**config.mk**
```make
export PLATFORM = sky130hd
export DESIGN_NAME = cmt_retire_flat
export DESIGN_NICKNAME = d
export VERILOG_FILES = /design/src/rtl/cmt_retire_pkg.sv /design/src/rtl/cmt_retire_if.sv /design/src/rtl/cmt_slot_mask.sv /design/src/rtl/cmt_retire.sv /design/src/flat_wrapper.sv
export SDC_FILE = /design/constraint.sdc
export NUM_CORES = 1
export LEC_CHECK = 0
export ABC_AREA = 1
export CAP_MARGIN = 20
export CORE_AREA = 2 2 237 239
export CTS_CLUSTER_SIZE = 20
export DETAILED_ROUTE_END_ITERATION = 6
export DIE_AREA = 0 0 239 241
export SYNTH_ARGS = -nofsm -noshare
export SYNTH_HDL_FRONTEND = slang
export SYNTH_SLANG_ARGS = --single-unit
```
**constraint.sdc**
```tcl
create_clock -name clk -period 13 [get_ports clk]
set_input_delay 3.9 -clock clk [delete_from_list [all_inputs] [get_ports clk]]
set_output_delay 3.9 -clock clk [all_outputs]
set_load 0.01 [all_outputs]
```
**src/rtl/cmt_retire_pkg.sv**
```systemverilog
// Shared definitions for the commit/retire stage: the per-slot commit request,
// exception codes, the retire FSM states and the default exception vector.
// The optional performance counters are enabled with the CMT_PERF_EN macro.
package cmt_retire_pkg;

  localparam logic [31:0] EXC_VECTOR_DEF = 32'hBFC0_0380;

  localparam logic [4:0] EXCCODE_ADEL = 5'd4;
  localparam logic [4:0] EXCCODE_ADES = 5'd5;
  localparam logic [4:0] EXCCODE_SYS  = 5'd8;
  localparam logic [4:0] EXCCODE_OV   = 5'd12;

  typedef enum logic {RUN = 1'b0, FLUSH = 1'b1} cmt_state_t;

  typedef struct packed {
    logic        valid;
    logic [31:0] pc;
    logic        we;
    logic [4:0]  waddr;
    logic [31:0] wdata;
    logic        hilo_we;
    logic [31:0] hi;
    logic [31:0] lo;
    logic        exc;
    logic [4:0]  exccode;
    logic [31:0] badvaddr;
    logic        is_eret;
    logic        in_ds;
  } cmt_req_t;

  // Only address-error exceptions latch a faulting address into BadVAddr.
  function automatic logic is_addr_exc(input logic [4:0] code);
    return (code == EXCCODE_ADEL) || (code == EXCCODE_ADES);
  endfunction

endpackage

```
**src/rtl/cmt_retire_if.sv**
```systemverilog
// Commit-stage bus: the two commit slots plus stall coming in, and the
// regfile / HI-LO writeback and flush/redirect going out.
interface cmt_retire_if;
  import cmt_retire_pkg::*;

  logic                  stall;
  cmt_req_t [1:0]        cmt_in;
  logic [1:0]            rf_we;
  logic [1:0][4:0]       rf_waddr;
  logic [1:0][31:0]      rf_wdata;
  logic                  hilo_we;
  logic [31:0]           hi_o;
  logic [31:0]           lo_o;
  logic                  flush;
  logic                  redirect_valid;
  logic [31:0]           redirect_pc;

  modport master (
    output stall, cmt_in,
    input  rf_we, rf_waddr, rf_wdata, hilo_we, hi_o, lo_o,
           flush, redirect_valid, redirect_pc
  );

  modport slave (
    input  stall, cmt_in,
    output rf_we, rf_waddr, rf_wdata, hilo_we, hi_o, lo_o,
           flush, redirect_valid, redirect_pc
  );

endinterface

```
**src/rtl/cmt_slot_mask.sv**
```systemverilog
// Combinational kill-point detection and same-cycle write-after-write masking
// for the two commit slots (slot0 is older than slot1).
module cmt_slot_mask (
  input  logic            retire_en_i,
  input  logic [1:0]      valid_i,
  input  logic [1:0]      kill_i,
  input  logic [1:0]      we_i,
  input  logic [1:0][4:0] waddr_i,
  output logic [1:0]      retire_o,
  output logic [1:0]      rf_we_o,
  output logic            kill_vld_o,
  output logic            kill_sel_o
);

  logic [1:0] ev;
  logic [1:0] wr;

  // A slot retires only if no older-or-same slot raises a kill event.
  always_comb begin
    ev            = valid_i & kill_i;
    retire_o      = '0;
    retire_o[0]   = retire_en_i & valid_i[0] & ~ev[0];
    retire_o[1]   = retire_en_i & valid_i[1] & ~ev[0] & ~ev[1];
    wr[0]         = retire_o[0] & we_i[0] & (waddr_i[0] != 5'd0);
    wr[1]         = retire_o[1] & we_i[1] & (waddr_i[1] != 5'd0);
    rf_we_o       = '0;
    rf_we_o[1]    = wr[1];
    rf_we_o[0]    = wr[0] & ~(wr[1] & (waddr_i[1] == waddr_i[0]));
    kill_vld_o    = retire_en_i & (ev[0] | ev[1]);
    kill_sel_o    = ~ev[0];
  end

endmodule

```
**src/rtl/cmt_retire.sv**
```systemverilog
// Commit stage: retires up to two instructions per cycle, records the
// exception frame and issues a one-cycle flush/redirect on exception or ERET.
// Define CMT_PERF_EN to add the retire_cnt / exc_cnt performance counters.
module cmt_retire
  import cmt_retire_pkg::*;
#(
  parameter logic [31:0] EXC_VECTOR = EXC_VECTOR_DEF,
  parameter int          SLOTS      = 2
) (
  input  logic        clk,
  input  logic        rst,
  cmt_retire_if.slave bus,
  output logic [31:0] epc_o,
  output logic [4:0]  cause_exccode,
  output logic        cause_bd,
  output logic        status_exl,
  output logic [31:0] badvaddr_o
`ifdef CMT_PERF_EN
  ,
  output logic [31:0] retire_cnt,
  output logic [15:0] exc_cnt
`endif
);

  if (SLOTS != 2) begin : g_slots_check
    $error("cmt_retire supports exactly two slots");
  end

  cmt_state_t  state_q, state_d;
  logic        flush_q, flush_d;
  logic        rv_q, rv_d;
  logic [31:0] rpc_q, rpc_d;
  logic [31:0] epc_q, epc_d;
  logic [4:0]  code_q, code_d;
  logic        bd_q, bd_d;
  logic        exl_q, exl_d;
  logic [31:0] bad_q, bad_d;

  logic            retire_en;
  logic [1:0]      valid, kill, we, retire, rf_we, hw;
  logic [1:0][4:0] waddr;
  logic            kill_vld, kill_sel;
  cmt_req_t        ks;

  // Reset is folded in so the combinational write strobes are also quiet in reset.
  assign retire_en = (state_q == RUN) & ~bus.stall & ~rst;

  // Unpack the per-slot fields the masking logic needs.
  always_comb begin
    for (int i = 0; i < 2; i++) begin
      valid[i] = bus.cmt_in[i].valid;
      kill[i]  = bus.cmt_in[i].exc | bus.cmt_in[i].is_eret;
      we[i]    = bus.cmt_in[i].we;
      waddr[i] = bus.cmt_in[i].waddr;
    end
  end

  cmt_slot_mask u_mask (
    .retire_en_i (retire_en),
    .valid_i     (valid),
    .kill_i      (kill),
    .we_i        (we),
    .waddr_i     (waddr),
    .retire_o    (retire),
    .rf_we_o     (rf_we),
    .kill_vld_o  (kill_vld),
    .kill_sel_o  (kill_sel)
  );

  assign ks = kill_sel ? bus.cmt_in[1] : bus.cmt_in[0];

  // Regfile and HI/LO writeback; data is zeroed when its strobe is low.
  always_comb begin
    bus.rf_we    = rf_we;
    bus.rf_waddr = '0;
    bus.rf_wdata = '0;
    for (int i = 0; i < 2; i++) begin
      if (rf_we[i]) begin
        bus.rf_waddr[i] = bus.cmt_in[i].waddr;
        bus.rf_wdata[i] = bus.cmt_in[i].wdata;
      end
    end
    hw[0]       = retire[0] & bus.cmt_in[0].hilo_we;
    hw[1]       = retire[1] & bus.cmt_in[1].hilo_we;
    bus.hilo_we = |hw;
    bus.hi_o    = '0;
    bus.lo_o    = '0;
    if (hw[0]) begin
      bus.hi_o = bus.cmt_in[0].hi;
      bus.lo_o = bus.cmt_in[0].lo;
    end
    if (hw[1]) begin
      bus.hi_o = bus.cmt_in[1].hi;
      bus.lo_o = bus.cmt_in[1].lo;
    end
  end

  // FSM next state and exception-frame updates for the kill event.
  always_comb begin
    state_d = state_q;
    flush_d = 1'b0;
    rv_d    = 1'b0;
    rpc_d   = rpc_q;
    epc_d   = epc_q;
    code_d  = code_q;
    bd_d    = bd_q;
    exl_d   = exl_q;
    bad_d   = bad_q;
    if (state_q == FLUSH) begin
      state_d = RUN;
    end else if (kill_vld) begin
      state_d = FLUSH;
      flush_d = 1'b1;
      rv_d    = 1'b1;
      if (ks.exc) begin
        if (!exl_q) begin
          epc_d = ks.in_ds ? (ks.pc - 32'd4) : ks.pc;
          bd_d  = ks.in_ds;
        end
        code_d = ks.exccode;
        exl_d  = 1'b1;
        if (is_addr_exc(ks.exccode)) bad_d = ks.badvaddr;
        rpc_d  = EXC_VECTOR;
      end else begin
        exl_d = 1'b0;
        rpc_d = epc_q;
      end
    end
  end

  // State and exception-frame registers.
  always_ff @(posedge clk or posedge rst) begin
    if (rst) begin
      state_q <= RUN;
      flush_q <= 1'b0;
      rv_q    <= 1'b0;
      rpc_q   <= '0;
      epc_q   <= '0;
      code_q  <= '0;
      bd_q    <= 1'b0;
      exl_q   <= 1'b0;
      bad_q   <= '0;
    end else begin
      state_q <= state_d;
      flush_q <= flush_d;
      rv_q    <= rv_d;
      rpc_q   <= rpc_d;
      epc_q   <= epc_d;
      code_q  <= code_d;
      bd_q    <= bd_d;
      exl_q   <= exl_d;
      bad_q   <= bad_d;
    end
  end

  assign bus.flush          = flush_q;
  assign bus.redirect_valid = rv_q;
  assign bus.redirect_pc    = rpc_q;
  assign epc_o              = epc_q;
  assign cause_exccode      = code_q;
  assign cause_bd           = bd_q;
  assign status_exl         = exl_q;
  assign badvaddr_o         = bad_q;

`ifdef CMT_PERF_EN
  logic [31:0] rcnt_q;
  logic [15:0] ecnt_q;

  // Retired-instruction and taken-exception counters, wrapping naturally.
  always_ff @(posedge clk or posedge rst) begin
    if (rst) begin
      rcnt_q <= '0;
      ecnt_q <= '0;
    end else begin
      rcnt_q <= rcnt_q + 32'(retire[0]) + 32'(retire[1]);
      if (kill_vld && ks.exc) ecnt_q <= ecnt_q + 16'd1;
    end
  end

  assign retire_cnt = rcnt_q;
  assign exc_cnt    = ecnt_q;
`endif

endmodule

```
**src/flat_wrapper.sv**
```systemverilog
// flat-port wrapper written by rule: the top's interface ports become plain ports
module cmt_retire_flat import cmt_retire_pkg::*;
#(
  parameter logic [31:0] EXC_VECTOR = EXC_VECTOR_DEF,
  parameter int          SLOTS      = 2
)
  (clk, rst, epc_o, cause_exccode, cause_bd, status_exl, badvaddr_o, bus_stall, bus_cmt_in, bus_rf_we, bus_rf_waddr, bus_rf_wdata, bus_hilo_we, bus_hi_o, bus_lo_o, bus_flush, bus_redirect_valid, bus_redirect_pc);
  cmt_retire_if bus_i ();
  input  logic clk;
  input  logic rst;
  output logic [31:0] epc_o;
  output logic [4:0] cause_exccode;
  output logic cause_bd;
  output logic status_exl;
  output logic [31:0] badvaddr_o;
  input wire logic [$bits(bus_i.stall)-1:0] bus_stall;
  input wire logic [$bits(bus_i.cmt_in)-1:0] bus_cmt_in;
  output wire logic [$bits(bus_i.rf_we)-1:0] bus_rf_we;
  output wire logic [$bits(bus_i.rf_waddr)-1:0] bus_rf_waddr;
  output wire logic [$bits(bus_i.rf_wdata)-1:0] bus_rf_wdata;
  output wire logic [$bits(bus_i.hilo_we)-1:0] bus_hilo_we;
  output wire logic [$bits(bus_i.hi_o)-1:0] bus_hi_o;
  output wire logic [$bits(bus_i.lo_o)-1:0] bus_lo_o;
  output wire logic [$bits(bus_i.flush)-1:0] bus_flush;
  output wire logic [$bits(bus_i.redirect_valid)-1:0] bus_redirect_valid;
  output wire logic [$bits(bus_i.redirect_pc)-1:0] bus_redirect_pc;
  assign bus_i.stall = bus_stall;
  assign bus_i.cmt_in = bus_cmt_in;
  assign bus_rf_we = bus_i.rf_we;
  assign bus_rf_waddr = bus_i.rf_waddr;
  assign bus_rf_wdata = bus_i.rf_wdata;
  assign bus_hilo_we = bus_i.hilo_we;
  assign bus_hi_o = bus_i.hi_o;
  assign bus_lo_o = bus_i.lo_o;
  assign bus_flush = bus_i.flush;
  assign bus_redirect_valid = bus_i.redirect_valid;
  assign bus_redirect_pc = bus_i.redirect_pc;
  cmt_retire #(.EXC_VECTOR(EXC_VECTOR), .SLOTS(SLOTS)) u_core (.clk(clk), .rst(rst), .bus(bus_i), .epc_o(epc_o), .cause_exccode(cause_exccode), .cause_bd(cause_bd), .status_exl(status_exl), .badvaddr_o(badvaddr_o));
endmodule
```
==> impl_metrics.ini, run 1 <==
[min_path]
whs_endpoint = u_core.badvaddr_o[7]
hp-start = u_core.badvaddr_o[7]
worstHoldPathType = reg2reg
whs_path_depth = 2

[worst_setup_path]
cp-start-kind = input port
endpoint_kind = primary output
r2r_end = u_core.epc_o[8]
crit_type = in2out
reg2regPathDepth = 11
arrival_ns = 7.30
cp_max_fo = 41
ff2ff_setup_slack_ns = 9.03
crit_required_ns = 9.10
r2r-start = u_core.state_q

[placement]
place.gp.congestion = 0.961
port_buffers = 600
dp_hpwl_mm = 43.1
dpl-instance-area_um2 = 14400
dp_worst_setup_slack_ns = 1.79

[clock_network]
clk_latency_ns = 0.36
cts_setup_buffers = 0
clockRootBuffer = clkbuf_16
cts_buffers = 9
clock-sinks = 104
htree_levels = 3
cts_hold_buf = 0
clk_pin_slew_ns = 0.07
cts_tree = built
ctsResizeCount = 0
cts_buffer_depth = 2

[route]
drcViolationCount = 0
wl_mm = 49.5
vias = 9996
first_pass_iters = 5
via_per_inst = 3.94
drtIter0Drc = 411
ant_nets = 0
wl_per_cell_um = 19.5

[synthesis]
ys_ff_latch = 104
synth_simple_gate_area_share = 0.372
synthMuxAreaShare = 0.00255
ys_types = 37
synthAdderAreaFrac = 0.00160
ys.flop_type = dfrtp_1
async_reset_ff_frac = 1.00
ys_seq_area_frac = 0.332
synth.cell_area_um2 = 7840
synth_compound_gate_area_share = 0.128
ys_warn_count = 0
synth_xor_area_frac = 0.0134
synth_top_family_by_area = simple AND/OR/NAND/NOR gates
synthesis.nets = 1623
synth_edf_count = 0
syn_avg_cell_area_um2 = 6.19
netlist_instances = 1267

[status]
status = finished, final reports clean

[grt]
grt_pass1_vias = 9946
grt_max_degree = 81
grt.total_usage = 0.165
grt_pass1_wl_mm = 68.1
grt_overflow = 0
antenna_found_initial = 23

[cells_and_area]
fillers = 6081
post-route-util = 0.269
nets = 2177
drive_gt1_frac = 0.0564
final_cell_area_um2 = 14800
area_delta_synth_final_pct = 88.3

[timing]
fin_crit_ns = 11.20
worst_pin_slew_ns = 0.963
maxSlewViolCount = 0
relSlewSlack = 0.356
tns_ns = 0
hold_violations = 0
period_share = 0.862
rsz0062_at_grt = false
setup_viol = 0
finalClockSkew_ns = 0.00962
setup_slack_ns = 1.80
fmax_ghz = 0.0893

[floorplanning]
core_um2 = 54900
initial_core_util = 0.143
die-area_um2 = 57600
ios = 601
die_h_um = 241
num_rows = 86
die_w_um = 239

[power_and_ir_drop]
ir_drop_uv = 54.2
p_leak_nw = 7.03
p_per_area_nw_per_um2 = 87.9

[run]
drv_cap = 0
-- sequential cells by signal (all words and copies together), names as in the netlist --
| register | cells |
|---|---|
| u_core.status_exl | 1 |
| u_core.badvaddr_o | 32 |
| u_core.state_q | 1 |
| u_core.bus.redirect_pc | 32 |
| u_core.cause_bd | 1 |
| u_core.cause_exccode | 5 |
| u_core.epc_o | 32 |
-- kinds of logic (layout without fill, tap and decap cells) --
group | count (synthesis) | count (layout)
other | 0 | 8
adder cells (fa/ha/maj) | 1 | 1
multiplexers | 2 | 2
AO/OA/AOI/OAI | 169 | 169
AND/OR/NAND/NOR | 705 | 705
buffers and inverters | 274 | 833
flip-flops | 104 | 104
XOR/XNOR | 12 | 12
-- synth_stat cells, types with 4 or more instances --
cell type	n	area (um2)
o21ai_1	21	105
o21ai_2	34	298
nor2_1	155	582
nand3_1	56	280
clkbuf_1	31	116
buf_1	5	18.8
dfrtp_1	104	2600
o21ai_0	61	305
nand2_1	452	1700
buf_4	9	67.6
xor2_1	8	70.1
a31oi_1	8	50.1
nand4_1	8	50.1
buf_2	7	35.0
inv_1	198	743
a21oi_1	37	185
nand2_2	7	43.8
nor2_4	6	67.6
buf_6	14	158
nor2_2	9	56.3
o31ai_1	6	45.0
inv_2	8	30.0
xnor2_1	4	35.0
-- through the flow --
| stage | hold WS, ns | std cells | total power, mW |
|---|---|---|---|
| global placement | 0.463 | 2513 | 1.02 |
| global route | 0.503 | 2535 | 1.38 |
| finish | 0.480 | 2538 | 1.30 |
| detailed placement | 0.466 | 2514 | 1.02 |
| floorplan | 0.516 | 1267 | 0.652 |
| CTS | 0.484 | 2530 | 1.33 |
-- layout make-up --
cell class                 instances  area (um2)  area share
clock inverter                     7        77.6     0.00525
sequential                       104        2600       0.176
timing repair buffer             609        6090       0.412
tap                              704         881      0.0597
antenna                            8        20.0     0.00136
multi-input combinational        889        4090       0.277
inverter                         208         786      0.0532
clock buffer                       9         225      0.0153
-- where the power goes --
group	leakage [nW]	internal, mW	switching (mW)
Combinational	5.55	0.299	0.243
Clock	0.147	0.152	0.138
Sequential	1.33	0.403	0.0636
-- per-layer routing --
layer / vias up / global-route usage / part of all wire / routed length (um)
li1: 4952 / - / - / -
met1: 4580 / 0.172 / 0.36 / 18000
met2: 357 / 0.303 / 0.52 / 25800
met3: 81 / 0.0492 / 0.071 / 3540
met4: 26 / 0.0748 / 0.041 / 2010
met5: - / 0 / 0.0034 / 166
-- critical path, cell delays in order --
cell             delay (ns)
clkdlybuf4s50_1        0.45
inv_4                  0.26
nand2_1                0.18
nor3_1                 0.29
nand2_1                0.15
inv_2                  0.61
buf_4                  0.42
nand2_1                0.09
a21oi_1                0.29
clkdlybuf4s50_1        0.62
-- cell usage in the layout, fill, tap and decap left out, types with 8 or more instances in the layout --
cell type,count
clkdlybuf4s50_1,600
nand2_1,452
inv_1,197
nor2_1,155
dfrtp_1,104
o21ai_0,61
nand3_1,55
a21oi_1,36
o21ai_2,33
o21ai_1,21
clkbuf_16,9
diode_2,8
inv_2,8
nor2_2,8
nand4_1,8
a31oi_1,8
xor2_1,8
buf_4,8
-- worst max-delay path by stage --
stage | from | end | slack, ns | cells after the start
after floorplan | rst | bus_rf_wdata[10] | 1.64 | 11
after global placement | rst | bus_lo_o[23] | 1.80 | 10
after detailed placement | rst | bus_lo_o[23] | 1.79 | 10
after CTS | rst | bus_lo_o[23] | 1.77 | 10
after global routing | rst | bus_lo_o[26] | 1.54 | 10
final | rst | bus_lo_o[23] | 1.80 | 10
No activity file was read; power rests on OpenSTA's default activity.
==> inputs of run 2 (changes only) <==
- CORE_AREA: 2 2 237 239 -> 10 10 225 227
- DIE_AREA: 0 0 239 241 -> 0 0 235 237
- GPL_ROUTABILITY_DRIVEN: unset -> 1
- SKIP_LAST_GASP: unset -> 1
==> run 2 against run 1 <==
First-iteration DRC count rose by 20%. Fmax fell by 0.62%. Register-to-register slack worse by 0.52 ns. Die area shrank 3.3%. Cell count decreased by 3.9%. Critical path depth up 1. Critical endpoint is now bus_rf_wdata[30]. Highest routed layer unchanged.
==> impl_metrics.ini, run 2 (synthesized netlist as in run 1, its figures left out) <==
[placement]
dpl-instance-area_um2 = 14300
dp_hpwl_mm = 45.3
place.gp.congestion = 0.933
port_buffers = 600

[status]
status = finished, final reports clean

[worst_setup_path]
cp_max_fo = 37
crit_required_ns = 9.10
cp-start-kind = input port
endpoint_kind = primary output
ff2ff_setup_slack_ns = 8.51
crit_type = in2out
arrival_ns = 7.37

[min_path]
worstHoldPathType = reg2reg

[clock_network]
cts_buffer_depth = 2
clk_pin_slew_ns = 0.07
clockRootBuffer = clkbuf_16
clock-sinks = 104
cts_buffers = 9
cts_hold_buf = 0
cts_tree = built
cts_setup_buffers = 0
ctsResizeCount = 0
htree_levels = 3
clk_latency_ns = 0.37

[cells_and_area]
final_cell_area_um2 = 14700
post-route-util = 0.318
area_delta_synth_final_pct = 86.9
nets = 2177
mostFrequentLayoutCells = clkdlybuf4s50_1, nand2_1, inv_1
drive_gt1_frac = 0.0548
fillers = 4965
final_common_cell = clkdlybuf4s50_1

[route]
drcViolationCount = 0
via_per_inst = 4.08
wl_per_cell_um = 21.3
ant_nets = 0
drtIter0Drc = 492
wl_mm = 52.0
first_pass_iters = 5
vias = 9951

[floorplanning]
initial_core_util = 0.170
die_w_um = 235
num_rows = 79
die_h_um = 237
core_um2 = 46200
die-area_um2 = 55700
ios = 601

[power_and_ir_drop]
p_switching_uw = 444
p_leak_nw = 7.03
p_seq_frac = 0.355
swShare = 0.337
ir_drop_uv = 64.0
p_per_area_nw_per_um2 = 89.9
clkPwrFrac = 0.228
internal-power_uw = 874
pwr-share-comb = 0.417

[timing]
tns_ns = 0
maxSlewViolCount = 0
fin_crit_ns = 11.27
hold_violations = 0
fmax_ghz = 0.0887
relSlewSlack = 0.333
period_share = 0.867
finalClockSkew_ns = 0.00895
rsz0062_at_grt = false
hold_slack_ns = 0.480
worst_pin_slew_ns = 0.999
setup_viol = 0

[grt]
grt_overflow = 0
grt.total_usage = 0.177
grt_max_degree = 74
grt_pass1_vias = 10200
antenna_found_initial = 20
grt_pass1_wl_mm = 72.7

[run]
drv_cap = 0
-- run 2: changes by cell type in the layout (fill, tap and decap cells not counted) --
cell	delta
clkbuf_8	+1
clkinv_2	-1
clkinv_4	-1
a21oi_4	+1
diode_2	-1
a21oi_2	-1
bufinv_16	+1
inv_6	-3
clkbuf_1	+1
-- run 2: critical path, cell delays in order --
cell and delay, ns:
clkdlybuf4s50_1 0.62, inv_2 0.12, nor2_8 0.41, nor2_1 0.17
nand3_1 0.16, a31o_2 0.63, nor2_1 0.09, nor2_1 0.19
inv_2 0.28, nor2_1 0.19, clkdlybuf4s50_1 0.57
-- run 2: final timing paths --
path,from,to,depth (start not counted)
hold / removal,u_core.badvaddr_o[3],u_core.badvaddr_o[3],2
setup / recovery,bus_cmt_in[175],bus_rf_wdata[30],11
min in group asynchronous,rst,u_core.bus.redirect_pc[25],2
hold reg to reg,u_core.badvaddr_o[3],u_core.badvaddr_o[3],2
max in group asynchronous,rst,u_core.badvaddr_o[19],4
setup reg to reg,u_core.state_q,u_core.epc_o[8],11
-- run 2: through the flow --
step	cells	setup WS (ns)	power, mW
global route	2434	1.38	1.40
detailed placement	2416	1.64	1.03
finish	2438	1.73	1.32
floorplan	1267	1.64	0.652
CTS	2430	1.64	1.34
global placement	2416	1.82	1.03
-- run 2: final cells by class --
class | count | area [um2] | share of cell area
sequential | 104 | 2600 | 0.178
antenna | 7 | 17.5 | 0.00120
inverter | 208 | 786 | 0.0536
timing repair buffer | 609 | 6090 | 0.415
clock buffer | 11 | 243 | 0.0166
multi-input combinational | 889 | 4100 | 0.279
tap | 607 | 759 | 0.0518
clock inverter | 3 | 67.6 | 0.00461
-- run 2: layer usage --
metal	vias to the layer above	track usage	wire (um)
met5	-	0	214
met4	32	0.0397	866
met3	64	0.0739	4460
met2	358	0.335	27800
met1	4550	0.176	18700
li1	4947	-	-
-- run 2: power by group through the flow --
stage	registers, mW	clock network [mW]	logic (mW)
2_1_floorplan	0.492	0	0.160
3_3_place_gp	0.471	0	0.558
3_5_place_dp	0.474	0	0.561
4_1_cts	0.468	0.313	0.562
5_1_grt	0.478	0.325	0.597
6_report	0.468	0.300	0.550
==> inputs of run 3 (changes only) <==
- RECOVER_POWER: unset -> 50
- SLEW_MARGIN: unset -> 0
- clock period: 13 -> 13.3 ns (I/O delays scaled with it)
==> run 3 against run 2 <==
The flow now finishes with violations (capacitance limit, slew limit). Power is 6.5% lower. Worst setup slack better by 0.11 ns. Design area is 0.35% lower. Sequential cell count stayed put.
==> impl_metrics.ini, run 3 (synthesized netlist as in run 1, its figures left out) <==
[placement]
place.gp.congestion = 0.927
placed_cells_incl_taps = 2416
dp_hpwl_mm = 45.3
port_buffers = 600
dpl-instance-area_um2 = 14300

[clock_network]
cts_setup_buffers = 0
clk_pin_slew_ns = 0.06
cts_tree = built
cts_buffers = 9
clock-sinks = 104
cts_buffer_depth = 2
clockRootBuffer = clkbuf_16
clk_latency_ns = 0.37
ctsResizeCount = 0
htree_levels = 3
cts_hold_buf = 0

[grt]
grt_overflow = 0
grt.total_usage = 0.176
top_usage_layer = met2
grt_use_met2 = 0.326
grt_max_degree = 72
antenna_found_initial = 32
met1_usage = 0.170
grt_pass1_wl_mm = 72.0
grt_pass1_vias = 10100
grtUsageMet3 = 0.0712

[cells_and_area]
mostFrequentLayoutCells = clkdlybuf4s50_1, nand2_1, inv_1
fillers = 5003
area_delta_synth_final_pct = 86.3
nets = 2177
drive_gt1_frac = 0.0515
stdcell_count = 2440
final_cell_area_um2 = 14600
final_common_cell = clkdlybuf4s50_1

[route]
via_per_inst = 4.08
wl_per_cell_um = 21.3
first_pass_iters = 5
vias = 9950
ant_nets = 0
drcViolationCount = 0
wl_mm = 51.9
drtIter0Drc = 544

[floorplanning]
core_um2 = 46200
ios = 601
initial_core_util = 0.170
die_h_um = 237
die-area_um2 = 55700
die_w_um = 235
num_rows = 79

[timing]
setup_viol = 0
relSlewSlack = -1.03
fmax_ghz = 0.0872
tns_ns = 0
fin_crit_ns = 11.46
maxSlewViolCount = 133
hold_slack_ns = 0.471
rsz0062_at_grt = false
period_share = 0.862
hold_violations = 0
worst_pin_slew_ns = 3.05
finalClockSkew_ns = 0.0102

[power_and_ir_drop]
p_per_area_nw_per_um2 = 84.3
p_leak_nw = 7.19
ir_drop_uv = 59.6

[status]
status = finished, violations left
violations = capacitance limit, slew limit

[worst_setup_path]
crit_chain = dlygate4sd3_1, clkinvlp_2, nand3_1, nor2_1, nand3_1, a31o_2, nor2_1, nor2_1, inv_2, nor2_1, clkdlybuf4s50_1
endpoint_kind = primary output
crit_type = in2out
cpPeakStageDelay_ns = 0.61
cp-start-kind = input port
crit_required_ns = 9.31
cp_max_fo = 37
cp_common_cell = nor2_1
arrival_ns = 7.47
slowest_stage = a31o_2

[run]
drv_cap = 3

[min_path]
worstHoldPathType = reg2reg
run 3: metal layers:
metal / vias up / routed length, um
met5: - / 298
met4: 44 / 1480
met3: 85 / 4500
met2: 371 / 27400
met1: 4497 / 18200
li1: 4953 / -
run 3: power by group:
part           switching, mW  total (mW)  leakage [nW]  internal, mW
sequential            0.0597       0.454          1.33         0.394
combinational          0.247       0.509          5.73         0.262
clock                  0.125       0.269         0.128         0.144
total                  0.432        1.23          7.19         0.800
run 3: final timing paths:
path | start | cells after the start | end | slack (ns)
worst max-delay path | rst | 11 | bus_rf_wdata[22] | 1.84
min in group asynchronous | rst | 2 | u_core.bus.redirect_pc[25] | 4.10
worst max register to register | u_core.state_q | 11 | u_core.epc_o[8] | 6.01
worst min-delay path | u_core.bus.redirect_pc[27] | 2 | u_core.bus.redirect_pc[27] | 0.47
max in group asynchronous | rst | 4 | u_core.bus.redirect_pc[0] | 4.01
worst min register to register | u_core.bus.redirect_pc[27] | 2 | u_core.bus.redirect_pc[27] | 0.47
run 3: through the flow:
step	util	worst slack, ns	power [mW]
5_1_grt	0.316	1.51	1.31
2_1_floorplan	-	1.76	0.637
4_1_cts	0.316	1.82	1.29
6_report	0.316	1.84	1.23
3_3_place_gp	0.310	2.01	1.00
3_5_place_dp	0.310	1.83	1.01
run 3: layout make-up:
| class | count | area [um2] | share of cell area |
|---|---|---|---|
| antenna | 9 | 22.5 | 0.00154 |
| clock buffer | 11 | 233 | 0.0159 |
| clock inverter | 3 | 45.0 | 0.00308 |
| inverter | 208 | 785 | 0.0537 |
| multi-input combinational | 889 | 4090 | 0.280 |
| sequential | 104 | 2600 | 0.178 |
| tap | 607 | 759 | 0.0520 |
| timing repair buffer | 609 | 6070 | 0.416 |
run 3: critical path: cells and delay by family:
family	cells	cell delay, ns
buf+inv	4	1.85
simple gates	6	0.99
compound gates	1	0.61
